--- src/rtl/seg_pkg.sv ---
// seg_pkg -- shared constants and helpers for the multiplexed 7-segment scanner.
//
// Contents:
//   NUM_DIGITS, CODE_W, IDX_W    : display geometry (8 digits of 4-bit codes)
//   SCAN_DIV_DEF, DEAD_DEF,
//   BLINK_BIT_DEF                : default parameter values for seg_scan/seg_tick
//   LED_OFF                      : active-low digit-select pattern with every digit dark
//   digit_idx_t                  : index type for the currently scanned digit
//   digit_select()               : active-low one-hot select for a digit index
package seg_pkg;

    localparam int NUM_DIGITS    = 8;
    localparam int CODE_W        = 4;
    localparam int IDX_W         = 3;

    localparam int SCAN_DIV_DEF  = 50000;
    localparam int DEAD_DEF      = 16;
    localparam int BLINK_BIT_DEF = 7;

    localparam logic [NUM_DIGITS-1:0] LED_OFF = 8'hFF;

    typedef logic [IDX_W-1:0] digit_idx_t;

    // Active-low select: only the bit of the addressed digit is driven low.
    function automatic logic [NUM_DIGITS-1:0] digit_select(input digit_idx_t idx);
        return ~(NUM_DIGITS'(1) << idx);
    endfunction

endpackage

--- src/rtl/seg_tick.sv ---
// seg_tick -- slot timer for the digit scanner.
//
// Counts clk cycles inside one digit slot (0..SCAN_DIV-1) and reports the
// last cycle of the slot and whether the slot is still in its dead time.
//
// Ports:
//   clk   in   system clock
//   rst   in   asynchronous reset, active-low
//   tick  out  high on the last cycle of a slot (cnt == SCAN_DIV-1)
//   dead  out  high while cnt < DEAD (all digits must stay dark)
module seg_tick
    import seg_pkg::*;
#(
    parameter int SCAN_DIV = SCAN_DIV_DEF,
    parameter int DEAD     = DEAD_DEF
) (
    input  logic clk,
    input  logic rst,
    output logic tick,
    output logic dead
);

    localparam int CNT_W = (SCAN_DIV > 1) ? $clog2(SCAN_DIV) : 1;
    localparam logic [CNT_W-1:0] CNT_MAX = CNT_W'(SCAN_DIV - 1);
    localparam logic [CNT_W-1:0] DEAD_V  = CNT_W'(DEAD);

    logic [CNT_W-1:0] cnt;

    // Free-running slot counter; the wrap on tick keeps every slot exactly
    // SCAN_DIV cycles long, independent of anything else in the design.
    always_ff @(posedge clk or negedge rst) begin
        if (!rst) begin
            cnt <= '0;
        end else if (tick) begin
            cnt <= '0;
        end else begin
            cnt <= cnt + CNT_W'(1);
        end
    end

    assign tick = (cnt == CNT_MAX);
    assign dead = (cnt < DEAD_V);

endmodule

--- src/rtl/seg_scan.sv ---
// seg_scan -- time-multiplexed scanner for an 8-digit 7-segment display.
//
// Each digit gets a slot of SCAN_DIV clocks; the first DEAD clocks of a slot
// keep every digit dark to avoid ghosting. Display data is held in shadow
// registers that only change at a frame boundary, so a frame is never torn.
//
// Ports:
//   clk         in   system clock
//   rst         in   asynchronous reset, active-low
//   digits      in   eight 4-bit codes, nibble i belongs to digit i
//   digit_on    in   per-digit display enable
//   blink_mask  in   per-digit blink select (used only with SEG_SCAN_BLINK_EN)
//   upd         in   one-cycle request to take digits/digit_on at the next frame boundary
//   led_en      out  active-low digit selects (one-hot-low or all ones)
//   num_set     out  code of the active digit for the segment encoder
//   frame_done  out  one-cycle pulse after each frame wrap
//
// Build option:
//   SEG_SCAN_BLINK_EN  when defined, an 8-bit frame counter is built and
//                      digits selected by blink_mask go dark whenever
//                      frame-counter bit BLINK_BIT is set.
module seg_scan
    import seg_pkg::*;
#(
    parameter int SCAN_DIV  = SCAN_DIV_DEF,
    parameter int DEAD      = DEAD_DEF,
    parameter int BLINK_BIT = BLINK_BIT_DEF
) (
    input  logic                         clk,
    input  logic                         rst,
    input  logic [NUM_DIGITS*CODE_W-1:0] digits,
    input  logic [NUM_DIGITS-1:0]        digit_on,
    input  logic [NUM_DIGITS-1:0]        blink_mask,
    input  logic                         upd,
    output logic [NUM_DIGITS-1:0]        led_en,
    output logic [CODE_W-1:0]            num_set,
    output logic                         frame_done
);

    logic                         tick;
    logic                         dead;
    digit_idx_t                   idx;
    logic                         pend;
    logic [NUM_DIGITS*CODE_W-1:0] sh_dig;
    logic [NUM_DIGITS-1:0]        sh_on;
    logic                         frame_wrap;
    logic                         blinked;
    logic                         dark;
    logic [CODE_W-1:0]            cur_code;

    seg_tick #(
        .SCAN_DIV (SCAN_DIV),
        .DEAD     (DEAD)
    ) u_tick (
        .clk  (clk),
        .rst  (rst),
        .tick (tick),
        .dead (dead)
    );

    // The last cycle of the last slot is the frame boundary.
    assign frame_wrap = tick && (idx == digit_idx_t'(NUM_DIGITS - 1));

    always_ff @(posedge clk or negedge rst) begin
        if (!rst) begin
            idx <= '0;
        end else if (tick) begin
            idx <= idx + digit_idx_t'(1);
        end
    end

    // An upd landing exactly on the boundary is honoured immediately, so pend
    // is cleared rather than set in that cycle. Repeated upd while pending
    // changes nothing: the live inputs are sampled at the boundary anyway.
    always_ff @(posedge clk or negedge rst) begin
        if (!rst) begin
            pend   <= 1'b0;
            sh_dig <= '0;
            sh_on  <= '0;
        end else if (frame_wrap) begin
            if (pend || upd) begin
                sh_dig <= digits;
                sh_on  <= digit_on;
            end
            pend <= 1'b0;
        end else if (upd) begin
            pend <= 1'b1;
        end
    end

`ifdef SEG_SCAN_BLINK_EN
    logic [7:0] fcnt;

    // Frame counter advances once per frame and wraps freely; its BLINK_BIT
    // sets the blink phase.
    always_ff @(posedge clk or negedge rst) begin
        if (!rst) begin
            fcnt <= '0;
        end else if (frame_wrap) begin
            fcnt <= fcnt + 8'd1;
        end
    end

    assign blinked = fcnt[BLINK_BIT] && blink_mask[idx];
`else
    localparam int unused_blink_bit = BLINK_BIT;
    logic unused_blink_mask;

    assign unused_blink_mask = ^blink_mask;
    assign blinked           = 1'b0;
`endif

    assign dark     = dead || !sh_on[idx] || blinked;
    assign cur_code = sh_dig[{idx, 2'b00} +: CODE_W];

    // Output stage: one cycle behind (idx, cnt), which keeps the pins
    // glitch-free and lets frame_done line up as a clean single pulse.
    always_ff @(posedge clk or negedge rst) begin
        if (!rst) begin
            led_en     <= LED_OFF;
            num_set    <= '0;
            frame_done <= 1'b0;
        end else begin
            led_en     <= dark ? LED_OFF : digit_select(idx);
            num_set    <= cur_code;
            frame_done <= frame_wrap;
        end
    end

endmodule

--- config.mk ---
export PLATFORM = sky130hd
export DESIGN_NAME = seg_scan
export DESIGN_NICKNAME = d
export VERILOG_FILES = /design/src/rtl/seg_pkg.sv /design/src/rtl/seg_tick.sv /design/src/rtl/seg_scan.sv
export SDC_FILE = /design/constraint.sdc
export NUM_CORES = 1
export LEC_CHECK = 0
export BUFFER_PORTS_ARGS = -buffer_cell sky130_fd_sc_hd__buf_2
export CORE_MARGIN = 5
export CORE_UTILIZATION = 55
export DETAILED_ROUTE_END_ITERATION = 16
export GPL_ROUTABILITY_DRIVEN = 1
export GPL_TIMING_DRIVEN = 0
export PLACE_DENSITY_LB_ADDON = 0.2
export SLEW_MARGIN = 0
export SYNTH_ARGS = -nofsm -noshare
export SYNTH_HDL_FRONTEND = slang
export SYNTH_SLANG_ARGS = --single-unit
--- constraint.sdc ---
create_clock -name clk -period 2.6 [get_ports clk]
set_clock_uncertainty 0.15 [all_clocks]
set_input_delay 0.26 -clock clk [delete_from_list [all_inputs] [get_ports clk]]
set_output_delay 0.26 -clock clk [all_outputs]
set_load 0.03 [all_outputs]
==> results.cfg <==
[synth]
ys_warn_count = 0
ys_seq_elements = 73
synth_fp_nets = 288
syn-cell-area_um2 = 3380
synth-seq-area-share_pct = 54.4
syn_area_per_cell_um2 = 14.7
synthCells = 230
synth.distinct_cells = 32

[timing]
max_slew_margin_pct = 40.6
min_period_ns = 2.52
rsz0062_at_grt = false
clock.fmax_mhz = 396
period_share_pct = 97.0
setup_viol = 0
finalWorstSetupSlack_ns = 0.0770
slew_viol_final = 0
worst_slew_pin_slew_ns = 0.891
hold_violations = 0

[final_layout]
area_delta_synth_final_pct = 29.1
finish.instance_area_um2 = 4360
fillCellCount = 389
layout_common_cells = 65 x dfrtp_1, 55 x buf_2, 40 x mux2_4, 39 x dlygate4sd3_1, 24 x nand2_1
drive_above_1_share_pct = 40.9
seq_area_um2 = 1840
final_common_cell = dfrtp_1
layout.nets = 395
multi_input_area_um2 = 1410
instances_no_fill = 417
antenna_cells = 0

[grt]
grt_pass1_vias = 2272
grt_pass1_wl_um = 11300
grt_usage_pct = 19.6
antenna_found_initial = 0
grt_max_degree = 74
overflow = 0

[worst_setup_path]
worstSetupStartpointType = flip-flop
cp_data_arrival_time_ns = 2.61
required_ns = 2.68
worstReg2RegStart = u_tick.cnt[10]
critical_path_class = flip-flop to flip-flop
rr_worst_depth = 6
cp-end-kind = flip-flop
r2r_slack_ns = 0.08
r2r_end = sh_dig[30]
critPathMaxFanout = 10

[job]
drv_cap = 0

[cts]
numCtsBuffers = 9
h-tree-depth = 3
cts.sinks = 73
clockRootBuffer = clkbuf_8
clk_path_buf_depth = 2
cts_tree = built
clock_latency_ns = 0.35
post_cts_resized = 0
clk_pin_slew_ns = 0.08

[place]
place_hpwl_um = 4260
io_buffers = 55
placed_cells = 360
pre_cts_ws_ns = -0.00790
placed_area_um2 = 3750
gp_congestion = 0.781

[power]
power_frac_comb_pct = 4.8
netSwitchingFraction_pct = 22.0
clkPwrFrac_pct = 42.1
switchingPower_uw = 470
seqPwrFrac_pct = 53.1
p_leak_nw = 2.05
intPower_mw = 1.67
peakVddDrop_uv = 328
powerDensity_nw_per_um2 = 490

[die]
ios = 64
start_util_pct = 56.7
die_y_um = 88.4
row_count = 28
dieArea_um2 = 7810
fp.coreArea_um2 = 5960
die_x_um = 88.4

[drt]
drc = 0
first_pass_iters = 4
wire_per_inst_um = 16.1
first_iter_violations = 94
viasPerCell = 5.21
routed_wl_um = 6720
drtAntennaViolNets = 0
vias = 2172

[min_path]
worstHoldEndpoint = sh_dig[0]
min_path_cells = 2
hp-class = input pin to flip-flop
hp-start = digits[0]

[status]
status = finished clean
==> worst max path at each step <==
stage	from	end	slack, ns	depth (start not counted)
final	u_tick.cnt[10]	sh_dig[30]	0.08	6
after global routing	u_tick.cnt[10]	sh_on[1]	0.0003	6
after CTS	u_tick.cnt[10]	sh_on[1]	0.10	6
after detailed placement	u_tick.cnt[10]	sh_on[1]	-0.008	6
after global placement	u_tick.cnt[11]	sh_dig[20]	0.02	6
after floorplan	u_tick.cnt[11]	sh_dig[0]	0.20	6
==> cell type report <==
| cell class | count | share of cell area, % |
|---|---|---|
| flip-flops and latches | 73 | 42.1 |
| multi-input cells | 142 | 32.3 |
| repair buffers | 96 | 15.7 |
| clock buffers | 10 | 3.16 |
| plain buffers | 10 | 2.55 |
| well taps | 75 | 2.15 |
| clock inverters | 6 | 1.55 |
| inverters | 5 | 0.431 |
==> sequential cells by signal (all words and copies together), names as in the netlist <==
signal      flops
led_en          8
sh_on           8
sh_dig         32
pend            1
frame_done      1
u_tick.cnt     16
idx             3
num_set         4
==> layer usage <==
| layer | wire length (um) | vias to the layer above | track usage [%] |
|---|---|---|---|
| li1 | - | 1020 | - |
| met1 | 3070 | 1072 | 26.0 |
| met2 | 3220 | 69 | 31.3 |
| met3 | 288 | 11 | 2.98 |
| met4 | 144 | 0 | 10.4 |
| met5 | 0 | - | 0 |
==> per-stage QoR <==
stage	hold slack, ns	total power [mW]	setup TNS, ns	util [%]
floorplan	-0.186	1.16	0	-
global placement	0.312	1.21	0	62.9
detailed placement	0.289	1.21	-0.0156	62.9
CTS	0.00178	2.16	0	72.9
global route	0.00241	2.22	0	73.2
finish	0.0186	2.14	0	73.2
==> critical path, stage by stage (launching register included) <==
cell and delay (ns):
dfrtp_1 0.43, or4_4 0.56, nor4_4 0.41, and3b_1 0.25
buf_6 0.15, buf_12 0.15, mux2_4 0.31
==> kinds of logic after synthesis <==
logic type	after synthesis	share of synthesized area, %
AND/OR/NAND/NOR	66	10.0
buffers and inverters	15	3.85
adder cells (fa/ha/maj)	7	2.59
XOR/XNOR	14	3.63
multiplexers	51	24.8
AO/OA/AOI/OAI	4	0.778
flip-flops	73	54.4
==> timing repair <==
action | CTS | global route
pin swaps | 1 | 2
endpoints found under the hold margin | 103 | 0
hold buffers | 39 | 0
setup buffers | 0 | 2
endpoints found under the setup margin | 40 | 10
==> power by group through the flow <==
stage / clock, mW / sequential (mW) / combinational, mW
after CTS: 0.926 / 1.14 / 0.101
after global routing: 0.974 / 1.13 / 0.114
final: 0.900 / 1.14 / 0.102
after floorplan: 0 / 1.16 / 0.00146
after detailed placement: 0 / 1.16 / 0.0568
after global placement: 0 / 1.16 / 0.0557
==> cell usage after synthesis <==
master	instances	area (um^2)
nand4_1	9	56.3
nor2_1	13	48.8
mux4_2	10	225
xor2_1	4	35.0
nand3_1	5	25.0
buf_12	4	80.1
clkbuf_1	4	15.0
nor4_1	1	6.26
buf_6	1	11.3
mux2i_1	1	10.0
inv_1	5	18.8
or4_4	1	11.3
ha_1	7	87.6
mux2_4	40	601
a31o_2	1	8.76
and3_1	1	6.26
nor4_4	1	21.3
xnor2_1	10	87.6
or4_1	2	15.0
buf_2	1	5.00
nor3_1	3	15.0
o21ai_0	1	5.00
nor2b_1	2	12.5
dfrtp_1	65	1630
nand2_1	24	90.1
and3b_1	1	8.76
a21oi_1	1	5.00
and2_1	1	6.26
or3_1	1	6.26
dfstp_2	8	210
and4_1	1	8.76
a21boi_0	1	7.51
(Power assumes the default switching activity.)
